**src/rtl/cook_timer_ctrl.sv**
```systemverilog
// Grill timing controller: one shared, speed-selectable rate divider whose registered tick
// drives NUM_SLOTS independent IDLE/COOKING/DONE/BURNT cook timers.
module cook_timer_ctrl #(
    parameter int NUM_SLOTS  = 4,
    parameter int CNT_W      = 28,
    parameter int DIV_L1     = 50000000,
    parameter int DIV_L2     = 100000000,
    parameter int DIV_L3     = 200000000,
    parameter int COOK_W     = 6,
    parameter int BURN_TICKS = 5
) (
    input  logic                   clock,
    input  logic                   reset_n,
    input  logic                   enable,
    input  logic [1:0]             speed,
    input  logic [NUM_SLOTS-1:0]   start,
    input  logic [NUM_SLOTS-1:0]   remove,
    input  logic [COOK_W-1:0]      cook_time,
    output logic                   tick,
    output logic [2*NUM_SLOTS-1:0] slot_state,
    output logic [NUM_SLOTS-1:0]   done_pulse,
    output logic [NUM_SLOTS-1:0]   burnt_pulse,
    output logic [NUM_SLOTS-1:0]   served_pulse
);

    typedef enum logic [1:0] {
        ST_IDLE    = 2'b00,
        ST_COOKING = 2'b01,
        ST_DONE    = 2'b10,
        ST_BURNT   = 2'b11
    } slot_state_t;

    localparam logic [CNT_W-1:0]  CNT_ZERO = '0;
    localparam logic [CNT_W-1:0]  CNT_ONE  = CNT_W'(1);
    localparam logic [CNT_W-1:0]  DIV_L1_C = CNT_W'(DIV_L1);
    localparam logic [CNT_W-1:0]  DIV_L2_C = CNT_W'(DIV_L2);
    localparam logic [CNT_W-1:0]  DIV_L3_C = CNT_W'(DIV_L3);
    localparam logic [COOK_W-1:0] REM_ZERO = '0;
    localparam logic [COOK_W-1:0] REM_ONE  = COOK_W'(1);
    localparam logic [COOK_W-1:0] BURN_C   = COOK_W'(BURN_TICKS);

    // ------------------------------------------------------------------
    // Rate divider
    // ------------------------------------------------------------------
    logic [1:0]       speed_q, speed_d;
    logic [CNT_W-1:0] cnt_q, cnt_d;
    logic [CNT_W-1:0] div_last;
    logic             tick_q, tick_d;

    always_comb begin
        case (speed_q)
            2'b01:   div_last = DIV_L1_C - CNT_ONE;
            2'b10:   div_last = DIV_L2_C - CNT_ONE;
            2'b11:   div_last = DIV_L3_C - CNT_ONE;
            default: div_last = CNT_ZERO;
        endcase
    end

    // A speed change restarts the period from zero so the new rate applies cleanly.
    always_comb begin
        speed_d = speed;
        cnt_d   = cnt_q;
        tick_d  = 1'b0;
        if (speed != speed_q) begin
            cnt_d = CNT_ZERO;
        end else if (enable) begin
            if (cnt_q >= div_last) begin
                cnt_d  = CNT_ZERO;
                tick_d = 1'b1;
            end else begin
                cnt_d = cnt_q + CNT_ONE;
            end
        end
    end

    always_ff @(posedge clock) begin
        if (!reset_n) begin
            speed_q <= 2'b00;
            cnt_q   <= CNT_ZERO;
            tick_q  <= 1'b0;
        end else begin
            speed_q <= speed_d;
            cnt_q   <= cnt_d;
            tick_q  <= tick_d;
        end
    end

    assign tick = tick_q;

    // Countdowns stay frozen while disabled, even on the cycle a stale tick is still high.
    logic slot_tick;
    assign slot_tick = tick_q & enable;

    // ------------------------------------------------------------------
    // Per-slot cook timers
    // ------------------------------------------------------------------
    for (genvar gi = 0; gi < NUM_SLOTS; gi++) begin : g_slot
        slot_state_t       st_q, st_d;
        logic [COOK_W-1:0] rem_q, rem_d;
        logic              done_q, done_d;
        logic              burnt_q, burnt_d;
        logic              served_q, served_d;

        always_comb begin
            st_d     = st_q;
            rem_d    = rem_q;
            done_d   = 1'b0;
            burnt_d  = 1'b0;
            served_d = 1'b0;
            case (st_q)
                ST_IDLE: begin
                    if (start[gi]) begin
                        if (cook_time == REM_ZERO) begin
                            st_d   = ST_DONE;
                            rem_d  = BURN_C;
                            done_d = 1'b1;
                        end else begin
                            st_d  = ST_COOKING;
                            rem_d = cook_time;
                        end
                    end
                end
                ST_COOKING: begin
                    if (remove[gi]) begin
                        st_d  = ST_IDLE;
                        rem_d = REM_ZERO;
                    end else if (slot_tick) begin
                        if (rem_q <= REM_ONE) begin
                            st_d   = ST_DONE;
                            rem_d  = BURN_C;
                            done_d = 1'b1;
                        end else begin
                            rem_d = rem_q - REM_ONE;
                        end
                    end
                end
                ST_DONE: begin
                    // Serving beats burning when both land on the same edge.
                    if (remove[gi]) begin
                        st_d     = ST_IDLE;
                        rem_d    = REM_ZERO;
                        served_d = 1'b1;
                    end else if (slot_tick) begin
                        if (rem_q <= REM_ONE) begin
                            st_d    = ST_BURNT;
                            rem_d   = REM_ZERO;
                            burnt_d = 1'b1;
                        end else begin
                            rem_d = rem_q - REM_ONE;
                        end
                    end
                end
                ST_BURNT: begin
                    if (remove[gi]) begin
                        st_d  = ST_IDLE;
                        rem_d = REM_ZERO;
                    end
                end
                default: begin
                    st_d  = ST_IDLE;
                    rem_d = REM_ZERO;
                end
            endcase
        end

        always_ff @(posedge clock) begin
            if (!reset_n) begin
                st_q     <= ST_IDLE;
                rem_q    <= REM_ZERO;
                done_q   <= 1'b0;
                burnt_q  <= 1'b0;
                served_q <= 1'b0;
            end else begin
                st_q     <= st_d;
                rem_q    <= rem_d;
                done_q   <= done_d;
                burnt_q  <= burnt_d;
                served_q <= served_d;
            end
        end

        assign slot_state[2*gi +: 2] = st_q;
        assign done_pulse[gi]        = done_q;
        assign burnt_pulse[gi]       = burnt_q;
        assign served_pulse[gi]      = served_q;
    end

endmodule

```
**config.mk**
```make
export PLATFORM = sky130hd
export DESIGN_NAME = cook_timer_ctrl
export DESIGN_NICKNAME = d
export VERILOG_FILES = /design/src/rtl/cook_timer_ctrl.sv
export SDC_FILE = /design/constraint.sdc
export NUM_CORES = 1
export LEC_CHECK = 0
export ABC_CLOCK_PERIOD_IN_PS = 2900
export BUFFER_PORTS_ARGS = -buffer_cell sky130_fd_sc_hd__clkbuf_2
export CAP_MARGIN = 5
export CORE_MARGIN = 2
export CORE_UTILIZATION = 23
export CTS_CLUSTER_DIAMETER = 150
export DETAILED_ROUTE_END_ITERATION = 8
export SLEW_MARGIN = 40
export SYNTH_ARGS = -nofsm -noshare
export SYNTH_HDL_FRONTEND = slang
export SYNTH_SLANG_ARGS = --single-unit
```
**constraint.sdc**
```tcl
create_clock -name clock -period 2.9 [get_ports clock]
set_input_delay 0.145 -clock clock [delete_from_list [all_inputs] [get_ports clock]]
set_output_delay 0.145 -clock clock [all_outputs]
set_load 0.01 [all_outputs]
```
==> results_tabular.tex, run 1 <==
\begin{tabular}{lr}
\hline
Metric & Value \\
\hline
\multicolumn{2}{l}{\textbf{Status}} \\
Result of the run & complete, no violations \\
\multicolumn{2}{l}{\textbf{CTS}} \\
Quantity of hold-fixing buffers added after cts & 0 \\
Clock Root Buffer & clkbuf\_16 \\
Deepest clock path buffer count & 2 \\
Clock transition time at the flip-flop clock pins of the worst setup and hold paths & 0.06 ns \\
Number of buffers created by CTS & 9 \\
CTS tree & done \\
H-tree depth & 3 \\
Clk sink count & 75 \\
Latest clock arrival within the worst-skew pair & 0.34 ns \\
\multicolumn{2}{l}{\textbf{Setup path}} \\
Startpoint kind of the worst setup timing path & flip-flop \\
Worst Path Arrival & 2.94 ns \\
List of cells traversed by the critical path & inv\_1 -> ha\_1 -> inv\_1 -> ha\_1 -> nand4\_1 -> or3b\_2 -> o31ai\_4 -> a2111oi\_4 -> buf\_4 -> o21ai\_4 -> a211oi\_2 \\
Category of cells accounting for the largest share of critical-path delay & compound AO/OA/AOI/OAI gates \\
Buffer and inverter count on the worst path & 3 \\
Class of the most critical setup path & flip-flop to flip-flop \\
Worst path required time & 3.10 ns \\
Critical path endpoint category & flip-flop \\
Cell at the slowest stage of the critical path & or3b\_2 \\
Top fanout value on the critical path & 12 \\
Largest incremental delay on the critical path & 0.50 ns \\
\multicolumn{2}{l}{\textbf{Route}} \\
Routed wire length per instance & 14.15 um \\
Detailed-router iteration count before antenna repair & 4 \\
Post-detailed-routing wire length & 13,290 um \\
Remaining DRCs & 0 \\
Post-route antenna net violation count & 0 \\
Routed via count divided by cell count & 4.917 \\
Initial detailed-routing violation count & 186 \\
DR vias & 4,617 \\
\multicolumn{2}{l}{\textbf{STA}} \\
Setup repair after global routing missed its margin & no \\
Worst Hold Margin & 0.04532 ns \\
Clock tree skew after final layout & 0.01088 ns \\
Total count of hold-check failures in the final report & 0 \\
Sum Neg Setup Slack & 0 ns \\
Total of endpoints with negative setup slack in the final report & 0 \\
Max Clock Freq & 365.7 MHz \\
Min cycle time layout & 2.735 ns \\
Transition time at the pin with the least slew margin & 0.6725 ns \\
Slew headroom & 0.5482 \\
Max-slew violations & 0 \\
Period utilization & 0.9430 \\
\multicolumn{2}{l}{\textbf{Synth}} \\
Proportion of register bits with asynchronous set or reset after synthesis & 0 \\
Cell type with the largest total area after synthesis & dfxtp\_1 \\
Total standard cell area after synthesis & 5146 um\^{}2 \\
Commonest cells post-synth & dfxtp\_1, nand2\_1, o21ai\_0 \\
Largest family of logic cells by synthesized area & compound AO/OA/AOI/OAI gates \\
Library cell with the highest instance count after synthesis & dfxtp\_1 \\
Syn. warnings & 0 \\
Cell variety after synth & 70 \\
Flip-flop cell with the highest count after synthesis & dfxtp\_1 \\
Synthesized instance count & 634 \\
Fraction of the yosys area taken by sequential cells & 0.2918 \\
Area share of the leading cell type in the synthesized netlist & 0.2918 \\
Most area-consuming cells after synthesis & dfxtp\_1, ha\_1, o21ai\_0, nand2\_1, a211oi\_1 \\
Number of synthesized flops with an enable pin & 0 \\
Synthesized-area fraction occupied by xor and xnor cells & 0.05276 \\
Share of the synthesized area in compound gates (AO/OA/AOI/OAI) & 0.2478 \\
Syn Area/Cell & 8.117 um\^{}2 \\
Post-synthesis net count & 682 \\
Mux contribution to synthesized area & 0.009725 \\
Area fraction in and, or, nand and nor cells after synthesis & 0.2460 \\
Number of synthesized register bits & 75 \\
Synthesized-area fraction occupied by adder cells & 0.08048 \\
\multicolumn{2}{l}{\textbf{Die}} \\
Starting utilization of the core area & 0.2351 \\
Placeable core area & 21,890 um\^{}2 \\
Die span in y & 153.6 um \\
Cell row count & 54 \\
Die boundary width & 153.6 um \\
Die area & 23,590 um\^{}2 \\
I/O pin total & 40 \\
\multicolumn{2}{l}{\textbf{Layout}} \\
Final Net Count & 702 \\
Layout filler cell count & 2,411 \\
Share of cells above drive strength 1 & 0.1502 \\
Area growth from synthesis to layout & 14.54\% \\
Total area of multi-input combinational cells & 3308 um\^{}2 \\
Number of antenna cells inserted & 0 \\
Design area & 5894 um\^{}2 \\
Register area & 1503 um\^{}2 \\
\multicolumn{2}{l}{\textbf{Global routing}} \\
Total routing resource utilization after global routing & 0.1128 \\
Initial antenna violation count & 0 \\
Total global routing overflow & 0 \\
Wire length of the first global-routing pass & 21,910 um \\
Pin count of the biggest net entering global routing & 47 \\
Vias in the first global route & 4,314 \\
\multicolumn{2}{l}{\textbf{Placed design}} \\
Port Buffer Count & 39 \\
Routability Congestion & 0.8021 \\
Half-perimeter wire length after detailed placement & 9384 um \\
Dpl cell area & 5560 um\^{}2 \\
\multicolumn{2}{l}{\textbf{Pwr}} \\
Largest voltage drop on the vdd net & 0.3476 mV \\
Cell Pwr Density & 696.6 nW/um\^{}2 \\
Static Leakage & 2.226 nW \\
Tot Pwr & 4.106 mW \\
\multicolumn{2}{l}{\textbf{Worst hold path}} \\
Worst min path class & input port to flip-flop \\
\multicolumn{2}{l}{\textbf{Run}} \\
Number of maximum-capacitance violations & 0 \\
\hline
\end{tabular}
## sequential cells by signal, summed over array words and instances, names as in the netlist
signal           cells
g_slot.done_q        4
tick                 1
g_slot.st_q          8
g_slot.burnt_q       4
speed_q              2
cnt_q               28
g_slot.rem_q        24
g_slot.served_q      4
## per-layer routing
layer  part of all wire  track usage  vias up
met5                  0            0        -
met4              0.014      0.03408        0
met3              0.033      0.02396       13
met2               0.47       0.1837       85
met1               0.48       0.1498     2162
li1                   -            -     2357
## worst register-to-register path, stage by stage, from the launching register on
cell and delay, ns:
dfxtp_2 0.34, inv_1 0.17, ha_1 0.20, inv_1 0.06, ha_1 0.29, nand4_1 0.11, or3b_2 0.50, o31ai_4 0.11
a2111oi_4 0.09, buf_4 0.17, o21ai_4 0.43, a211oi_2 0.13
## worst paths after layout
kind / from / endpoint / slack (ns) / cells past startpoint
hold / removal: speed[1] / speed_q[1] / 0.05 / 2
setup reg to reg: speed_q[0] / cnt_q[22] / 0.17 / 11
setup / recovery: speed_q[0] / cnt_q[22] / 0.17 / 11
hold reg to reg: cnt_q[1] / cnt_q[1] / 0.53 / 2
## layout make-up
class	count	share of cell area
multi-input combinational	482	0.5612
sequential	75	0.2549
inverter	29	0.01847
timing repair buffer	57	0.05604
clock inverter	6	0.01104
clock buffer	10	0.03885
tap	280	0.05944
## cells in the final DEF, fill, tap and decap left out, types with 7 or more instances in the layout
| cell | n |
|---|---|
| a211oi_1 | 21 |
| nand4_1 | 12 |
| o211ai_1 | 8 |
| buf_4 | 18 |
| nor2b_1 | 17 |
| xnor2_1 | 15 |
| nor3_1 | 23 |
| and2_1 | 9 |
| dfxtp_1 | 74 |
| clkbuf_2 | 39 |
| a22oi_1 | 7 |
| xor2_1 | 16 |
| a21oi_1 | 28 |
| o21ai_0 | 44 |
| and3_1 | 14 |
| a21boi_0 | 7 |
| inv_1 | 29 |
| nor2_1 | 40 |
| nand2b_1 | 9 |
| a211oi_2 | 10 |
| nor4_1 | 13 |
| a31oi_1 | 8 |
| clkbuf_16 | 9 |
| nand2_1 | 44 |
| ha_1 | 28 |
| nor3b_1 | 8 |
| nand3_1 | 15 |
## stage by stage
stage / setup WS, ns / util / std cells
after floorplan: 0.2519 / - / 634
after global placement: 0.01378 / 0.2540 / 921
after global routing: 0.03633 / 0.2693 / 939
after detailed placement: -0.1086 / 0.2540 / 921
after CTS: 0.09445 / 0.2682 / 938
final: 0.1652 / 0.2693 / 939
## kinds of logic (layout without fill, tap and decap cells)
kind of cell | after synthesis | count (layout)
compound gates | 177 | 178
xor+xnor | 31 | 31
fa+ha+maj | 34 | 34
buf+inv | 78 | 102
flops | 75 | 75
mux | 5 | 5
simple gates | 234 | 234
## timing repair
| item | 4_1_cts | 5_1_grt |
|---|---|---|
| resized for setup | 1 | 4 |
| cloned | 1 | 0 |
| endpoints found under the setup margin | 24 | 28 |
| pin swaps | 0 | 1 |
| setup buffers | 0 | 1 |
## report_power, final
group          internal (mW)  switching [mW]  total, mW
registers               1.19           0.265       1.45
clock network          0.668           0.463       1.13
logic                  0.672           0.852       1.52
No activity file was read; power rests on OpenSTA's default activity.
==> run 2, diff against run 1 <==
==> constraint.sdc (replaced) <==
create_clock -name clock -period 2.9 [get_ports clock]
set_input_delay 0.29 -clock clock [delete_from_list [all_inputs] [get_ports clock]]
set_output_delay 0.29 -clock clock [all_outputs]
set_load 0.01 [all_outputs]
==> results_tabular.tex, run 2 (synthesis gave the netlist of run 1 again) <==
\begin{tabular}{lr}
\hline
Metric & Value \\
\hline
\multicolumn{2}{l}{\textbf{Layout}} \\
Final Net Count & 698 (-0.57\%) \\
Largest registers & cnt\_q: 28 flops, g\_slot.rem\_q: 24 flops, g\_slot.st\_q: 8 flops \\
Design area & 5858 um\^{}2 (-0.62\%) \\
Number of flip-flops under the largest register name & 28 (unchanged) \\
Most flop-heavy register & cnt\_q \\
Layout filler cell count & 2,400 (-0.46\%) \\
Number of antenna cells inserted & 0 (unchanged) \\
Area growth from synthesis to layout & 13.83\% \\
Share of cells above drive strength 1 & 0.1435 (-0.006716) \\
Total area of multi-input combinational cells & 3279 um\^{}2 (-0.87\%) \\
Share of the core filled with cells in the final layout & 0.2676 (-0.001658) \\
Leading cell type in the layout, fill and taps excluded & dfxtp\_1 \\
Commonest non-fill, non-tap cells in the layout & dfxtp\_1, o21ai\_0, nand2\_1, nor2\_1, clkbuf\_2 \\
Register area & 1501 um\^{}2 (about the same) \\
\multicolumn{2}{l}{\textbf{Global routing}} \\
M2 GR Usage & 0.1892 (+0.005503) \\
GRT Max-Usage Layer & met2 \\
Total routing resource utilization after global routing & 0.1116 (-0.001213) \\
Wire length of the first global-routing pass & 21,870 um (-0.22\%) \\
Fraction of met1 tracks used by global routing & 0.1470 (-0.002798) \\
Vias in the first global route & 4,253 (-1.4\%) \\
Total global routing overflow & 0 (unchanged) \\
Initial antenna violation count & 0 (unchanged) \\
M3 GR Usage & 0.02170 (-0.002255) \\
Pin count of the biggest net entering global routing & 48 (+2.1\%) \\
\multicolumn{2}{l}{\textbf{STA}} \\
Final worst setup slack & 0.1843 ns (+0.01908 ns) \\
Setup repair after global routing missed its margin & no \\
Min cycle time layout & 2.716 ns (-0.01908 ns) \\
Slew headroom & 0.5240 (-0.02420) \\
Clock tree skew after final layout & 0.01191 ns (+0.001025 ns) \\
Sum Neg Setup Slack & 0 ns (unchanged) \\
Max-slew violations & 0 (unchanged) \\
Total of endpoints with negative setup slack in the final report & 0 (unchanged) \\
Period utilization & 0.9364 (-0.006581) \\
Transition time at the pin with the least slew margin & 0.7139 ns (+0.04147 ns) \\
Max Clock Freq & 368.2 MHz (+0.70\%) \\
Total count of hold-check failures in the final report & 0 (unchanged) \\
\multicolumn{2}{l}{\textbf{Worst hold path}} \\
Worst min path class & input port to flip-flop \\
\multicolumn{2}{l}{\textbf{Placed design}} \\
Dpl cell area & 5545 um\^{}2 (-0.27\%) \\
Half-perimeter wire length after detailed placement & 9444 um (+0.64\%) \\
Port Buffer Count & 39 (unchanged) \\
Routability Congestion & 0.8237 (+2.7\%) \\
Worst slack after detailed placement & 0.1185 ns (+0.2271 ns) \\
\multicolumn{2}{l}{\textbf{Route}} \\
Initial detailed-routing violation count & 312 (+68\%) \\
Post-detailed-routing wire length & 13,270 um (about the same) \\
Detailed-router iteration count before antenna repair & 5 (+1) \\
Routed wire length per instance & 14.20 um (+0.33\%) \\
Post-route antenna net violation count & 0 (unchanged) \\
Routed via count divided by cell count & 4.990 (+1.5\%) \\
DR vias & 4,666 (+1.1\%) \\
Remaining DRCs & 0 (unchanged) \\
\multicolumn{2}{l}{\textbf{Setup path}} \\
Startpoint kind of the worst setup timing path & flip-flop \\
Critical path endpoint category & flip-flop \\
Category of cells accounting for the largest share of critical-path delay & simple AND/OR/NAND/NOR gates \\
Class of the most critical setup path & flip-flop to flip-flop \\
Buffer and inverter count on the worst path & 3 (unchanged) \\
Largest incremental delay on the critical path & 0.52 ns (+0.02 ns) \\
Worst path required time & 3.10 ns (about the same) \\
List of cells traversed by the critical path & inv\_1 -> ha\_1 -> inv\_1 -> ha\_1 -> nand4\_1 -> or3b\_2 -> o31ai\_4 -> o311ai\_2 -> o21ai\_4 -> buf\_4 -> a211oi\_1 \\
Top fanout value on the critical path & 9 (-3) \\
Cell at the slowest stage of the critical path & or3b\_2 \\
Worst Path Arrival & 2.91 ns (-0.03 ns) \\
\multicolumn{2}{l}{\textbf{Pwr}} \\
Relative contribution of the clock network to total power & 0.284 (+0.009) \\
Largest voltage drop on the vdd net & 0.3442 mV (-0.96\%) \\
Switching Power & 1.605 mW (+1.6\%) \\
Tot Pwr & 4.138 mW (+0.76\%) \\
Cell Pwr Density & 706.3 nW/um\^{}2 (+1.4\%) \\
Fraction of power consumed by sequential logic & 0.352 (about the same) \\
Combinational cell fraction of total power & 0.364 (-0.007) \\
Proportion of total power due to net switching & 0.3880 (+0.003167) \\
Internal power consumption & 2.532 mW (+0.24\%) \\
Static Leakage & 2.219 nW (-0.31\%) \\
\multicolumn{2}{l}{\textbf{CTS}} \\
Number of buffers created by CTS & 9 (unchanged) \\
Deepest clock path buffer count & 2 (unchanged) \\
Clk sink count & 75 (unchanged) \\
Latest clock arrival within the worst-skew pair & 0.34 ns (about the same) \\
Quantity of hold-fixing buffers added after cts & 0 (unchanged) \\
CTS tree & done \\
Clock transition time at the flip-flop clock pins of the worst setup and hold paths & 0.06 ns (about the same) \\
Clock Root Buffer & clkbuf\_16 \\
H-tree depth & 3 (unchanged) \\
\multicolumn{2}{l}{\textbf{Run}} \\
Number of maximum-capacitance violations & 0 (unchanged) \\
\multicolumn{2}{l}{\textbf{Die}} \\
Cell row count & 54 (unchanged) \\
Die span in y & 153.6 um (unchanged) \\
I/O pin total & 40 (unchanged) \\
Die area & 23,590 um\^{}2 (unchanged) \\
Placeable core area & 21,890 um\^{}2 (unchanged) \\
Die boundary width & 153.6 um (unchanged) \\
Starting utilization of the core area & 0.2351 (unchanged) \\
\multicolumn{2}{l}{\textbf{Status}} \\
Result of the run & complete, no violations \\
\hline
\end{tabular}
[run 2: changes by cell type in the layout (fill, tap and decap cells not counted), sizes merged]
cell | before | now
buf | 18 | 15
o21ai | 47 | 46
inv | 30 | 33
clkinv | 3 | 2
clkinvlp | 1 | 0
clkbuf | 49 | 48
[run 2: what timing repair did]
action,CTS,global route
setup endpoints to repair,0,21
setup buffers,0,0
resized for setup,0,2
[run 2: metal layers]
layer | routed length, um | part of all wire
met1 | 6308 | 0.48
met2 | 6352 | 0.48
met3 | 496 | 0.037
met4 | 116 | 0.0087
met5 | 0 | 0
[run 2: final timing paths]
| kind | startpoint | endpoint | slack, ns | cells past startpoint |
|---|---|---|---|---|
| hold / removal | speed[1] | speed_q[1] | 0.18 | 2 |
| hold reg to reg | cnt_q[1] | cnt_q[1] | 0.54 | 2 |
| setup / recovery | speed_q[0] | cnt_q[20] | 0.18 | 11 |
| setup reg to reg | speed_q[0] | cnt_q[20] | 0.18 | 11 |
[run 2: area by class of cell]
class                      count  share of cell area
timing repair buffer          54             0.05318
inverter                      29             0.01858
multi-input combinational    481              0.5598
clock inverter                 7             0.01388
clock buffer                   9             0.03845
sequential                    75              0.2563
tap                          280             0.05980
[run 2: through the flow]
stage,hold slack [ns],instances
after global routing,0.1972,935
after detailed placement,0.5308,919
after global placement,0.5168,919
after floorplan,0.4117,634
after CTS,0.1747,935
final,0.1831,935
[run 2: worst reg2reg max path: stages, from the launching register on]
cell	delay (ns)
dfxtp_1	0.35
inv_1	0.19
ha_1	0.21
inv_1	0.07
ha_1	0.29
nand4_1	0.17
or3b_2	0.53
o31ai_4	0.10
o311ai_2	0.19
o21ai_4	0.18
buf_4	0.21
a211oi_1	0.10
[run 2: power groups by stage]
stage	clock [mW]	combinational, mW	sequential, mW
2_1_floorplan	0	1.28	1.35
3_3_place_gp	0	1.48	1.47
3_5_place_dp	0	1.49	1.47
4_1_cts	1.21	1.50	1.45
5_1_grt	1.24	1.71	1.49
6_report	1.18	1.51	1.46
==> run 3, diff against run 2 <==
- CORE_UTILIZATION: 23 -> 60
- PLACE_DENSITY: not set -> 0.8
==> results_tabular.tex, run 3 (synthesis gave the netlist of run 1 again) <==
\begin{tabular}{lr}
\hline
Metric & Value \\
\hline
\multicolumn{2}{l}{\textbf{CTS}} \\
H-tree depth & 3 (unchanged) \\
Latest clock arrival within the worst-skew pair & 0.36 ns (+0.02 ns) \\
Clk sink count & 75 (unchanged) \\
Quantity of hold-fixing buffers added after cts & 0 (unchanged) \\
CTS tree & done \\
Deepest clock path buffer count & 2 (unchanged) \\
Clock transition time at the flip-flop clock pins of the worst setup and hold paths & 0.07 ns (about the same) \\
Number of buffers created by CTS & 9 (unchanged) \\
Clock Root Buffer & clkbuf\_8 \\
\multicolumn{2}{l}{\textbf{Layout}} \\
Number of antenna cells inserted & 0 (unchanged) \\
Layout filler cell count & 714 (-70\%) \\
Most flop-heavy register & cnt\_q \\
Largest registers & cnt\_q: 28 flops, g\_slot.rem\_q: 24 flops, g\_slot.st\_q: 8 flops \\
Area growth from synthesis to layout & 7.100\% \\
Final Net Count & 696 (-0.29\%) \\
Number of flip-flops under the largest register name & 28 (unchanged) \\
Leading cell type in the layout, fill and taps excluded & dfxtp\_1 \\
Register area & 1501 um\^{}2 (unchanged) \\
Design area & 5512 um\^{}2 (-5.9\%) \\
Commonest non-fill, non-tap cells in the layout & dfxtp\_1, o21ai\_0, nand2\_1, nor2\_1, clkbuf\_2 \\
Share of cells above drive strength 1 & 0.1365 (-0.007008) \\
Total area of multi-input combinational cells & 3302 um\^{}2 (+0.69\%) \\
\multicolumn{2}{l}{\textbf{Placed design}} \\
Routability Congestion & 0.9029 (+9.6\%) \\
Dpl cell area & 5304 um\^{}2 (-4.4\%) \\
Half-perimeter wire length after detailed placement & 9033 um (-4.4\%) \\
Port Buffer Count & 39 (unchanged) \\
\multicolumn{2}{l}{\textbf{Route}} \\
Top layer in use & met4 \\
Post-route antenna net violation count & 0 (unchanged) \\
Metal3 WL & 820 um (+65\%) \\
Met2 Routed Length & 5992 um (-5.7\%) \\
Initial detailed-routing violation count & 260 (-17\%) \\
Met1 wire length & 5563 um (-12\%) \\
Post-detailed-routing wire length & 12,660 um (-4.6\%) \\
Routed via count divided by cell count & 6.332 (+27\%) \\
Remaining DRCs & 0 (unchanged) \\
DR vias & 4,793 (+2.7\%) \\
Detailed-router iteration count before antenna repair & 5 (unchanged) \\
Routed wire length per instance & 16.72 um (+18\%) \\
\multicolumn{2}{l}{\textbf{Setup path}} \\
Category of cells accounting for the largest share of critical-path delay & simple AND/OR/NAND/NOR gates \\
Launch instance of the worst register-to-register path & speed\_q[0] \\
Top fanout value on the critical path & 17 (+8) \\
Register-to-Register Setup Slack & 0.15 ns (-0.03 ns) \\
Reg-to-reg critical path endpoint & cnt\_q[15] \\
Class of the most critical setup path & flip-flop to flip-flop \\
Worst path required time & 3.13 ns (+0.03 ns) \\
Buffer and inverter count on the worst path & 3 (unchanged) \\
Worst Path Arrival & 2.97 ns (+0.06 ns) \\
Cell at the slowest stage of the critical path & or3b\_2 \\
Critical path endpoint category & flip-flop \\
Worst Reg-to-Reg Cells & 11 (unchanged) \\
Worst Setup SP & speed\_q[0] \\
Startpoint kind of the worst setup timing path & flip-flop \\
Largest incremental delay on the critical path & 0.51 ns (about the same) \\
List of cells traversed by the critical path & inv\_1 -> ha\_1 -> inv\_1 -> ha\_1 -> nand4\_1 -> or3b\_2 -> o31ai\_4 -> o311ai\_4 -> o21ai\_4 -> buf\_4 -> a211oi\_1 \\
\multicolumn{2}{l}{\textbf{Pwr}} \\
Proportion of total power due to net switching & 0.4038 (+0.01580) \\
Switching Power & 1.521 mW (-5.3\%) \\
Internal power consumption & 2.245 mW (-11\%) \\
Largest voltage drop on the vdd net & 0.5525 mV (+61\%) \\
Tot Pwr & 3.766 mW (-9.0\%) \\
Relative contribution of the clock network to total power & 0.205 (-0.079) \\
Cell Pwr Density & 683.3 nW/um\^{}2 (-3.3\%) \\
Static Leakage & 2.148 nW (-3.2\%) \\
Combinational cell fraction of total power & 0.408 (+0.044) \\
Fraction of power consumed by sequential logic & 0.387 (+0.035) \\
\multicolumn{2}{l}{\textbf{Die}} \\
I/O pin total & 40 (unchanged) \\
Starting utilization of the core area & 0.6232 (+0.3881) \\
Cell row count & 33 (-39\%) \\
Die boundary width & 96.61 um (-37\%) \\
Die area & 9333 um\^{}2 (-60\%) \\
Placeable core area & 8258 um\^{}2 (-62\%) \\
Die span in y & 96.61 um (-37\%) \\
\multicolumn{2}{l}{\textbf{Global routing}} \\
Wire length of the first global-routing pass & 20,830 um (-4.7\%) \\
Total global routing overflow & 0 (unchanged) \\
Initial antenna violation count & 0 (unchanged) \\
Pin count of the biggest net entering global routing & 48 (unchanged) \\
Vias in the first global route & 4,362 (+2.6\%) \\
Total routing resource utilization after global routing & 0.2651 (+0.1535) \\
\multicolumn{2}{l}{\textbf{Worst hold path}} \\
Source of the worst hold timing path & speed[1] \\
Worst hold path stage count & 2 (unchanged) \\
Endpoint of the worst hold-timing path & speed\_q[1] \\
Worst min path class & input port to flip-flop \\
\multicolumn{2}{l}{\textbf{STA}} \\
Max Clock Freq & 364.2 MHz (-1.1\%) \\
Worst Hold Margin & 0.1897 ns (+0.006640 ns) \\
Total count of hold-check failures in the final report & 0 (unchanged) \\
Min cycle time layout & 2.746 ns (+0.03036 ns) \\
Clock tree skew after final layout & 0.004834 ns (-0.007074 ns) \\
Total of endpoints with negative setup slack in the final report & 0 (unchanged) \\
Period utilization & 0.9469 (+0.01047) \\
Max-slew violations & 0 (unchanged) \\
Setup repair after global routing missed its margin & no \\
Transition time at the pin with the least slew margin & 0.7208 ns (+0.006850 ns) \\
Slew headroom & 0.5195 (-0.004567) \\
Sum Neg Setup Slack & 0 ns (unchanged) \\
\multicolumn{2}{l}{\textbf{Status}} \\
Result of the run & complete, no violations \\
\multicolumn{2}{l}{\textbf{Run}} \\
Number of maximum-capacitance violations & 0 (unchanged) \\
\hline
\end{tabular}
-- run 3: final cells by class --
type                    count  share of cell area
well taps                 105             0.02384
clock inverters             3            0.007264
flip-flops and latches     75              0.2724
repair buffers             52             0.05312
multi-input cells         481              0.5991
clock buffers              12             0.02452
inverters                  29             0.01975
-- run 3: metrics by stage --
| step | std cells | util | worst slack (ns) |
|---|---|---|---|
| 2_1_floorplan | 634 | - | 0.2519 |
| 3_3_place_gp | 741 | 0.6423 | 0.1775 |
| 3_5_place_dp | 741 | 0.6423 | 0.03511 |
| 4_1_cts | 756 | 0.6635 | 0.01168 |
| 5_1_grt | 757 | 0.6674 | 0.006694 |
| 6_report | 757 | 0.6674 | 0.1539 |
-- run 3: timing repair --
item / CTS / global route
buffers inserted: 0 / 1
gates resized for setup: 0 / 4
setup endpoints to repair: 0 / 29
-- run 3: worst max-delay path by stage --
stage | end | slack [ns] | cells past startpoint
floorplan | cnt_q[22] | 0.25 | 11
global placement | cnt_q[15] | 0.18 | 10
detailed placement | cnt_q[15] | 0.04 | 10
CTS | cnt_q[15] | 0.01 | 10
global route | cnt_q[18] | 0.007 | 11
finish | cnt_q[15] | 0.15 | 11
-- run 3: routing by layer --
layer	global-route usage	vias to the layer above
met1	0.3552	2273
met3	0.04335	27
li1	-	2345
met4	0.1094	0
met5	0	-
met2	0.4252	148
-- run 3: worst reg2reg max path, cell delays in order, from the launching register on --
cell      delay, ns
dfxtp_1        0.35
inv_1          0.23
ha_1           0.25
inv_1          0.07
ha_1           0.30
nand4_1        0.13
or3b_2         0.51
o31ai_4        0.11
o311ai_4       0.15
o21ai_4        0.16
buf_4          0.25
a211oi_1       0.11
-- run 3: power by group through the flow --
stage	clock [mW]	combinational [mW]	sequential, mW
5_1_grt	0.819	1.71	1.49
6_report	0.771	1.54	1.46
3_3_place_gp	0	1.45	1.45
2_1_floorplan	0	1.28	1.35
4_1_cts	0.787	1.51	1.45
3_5_place_dp	0	1.50	1.47
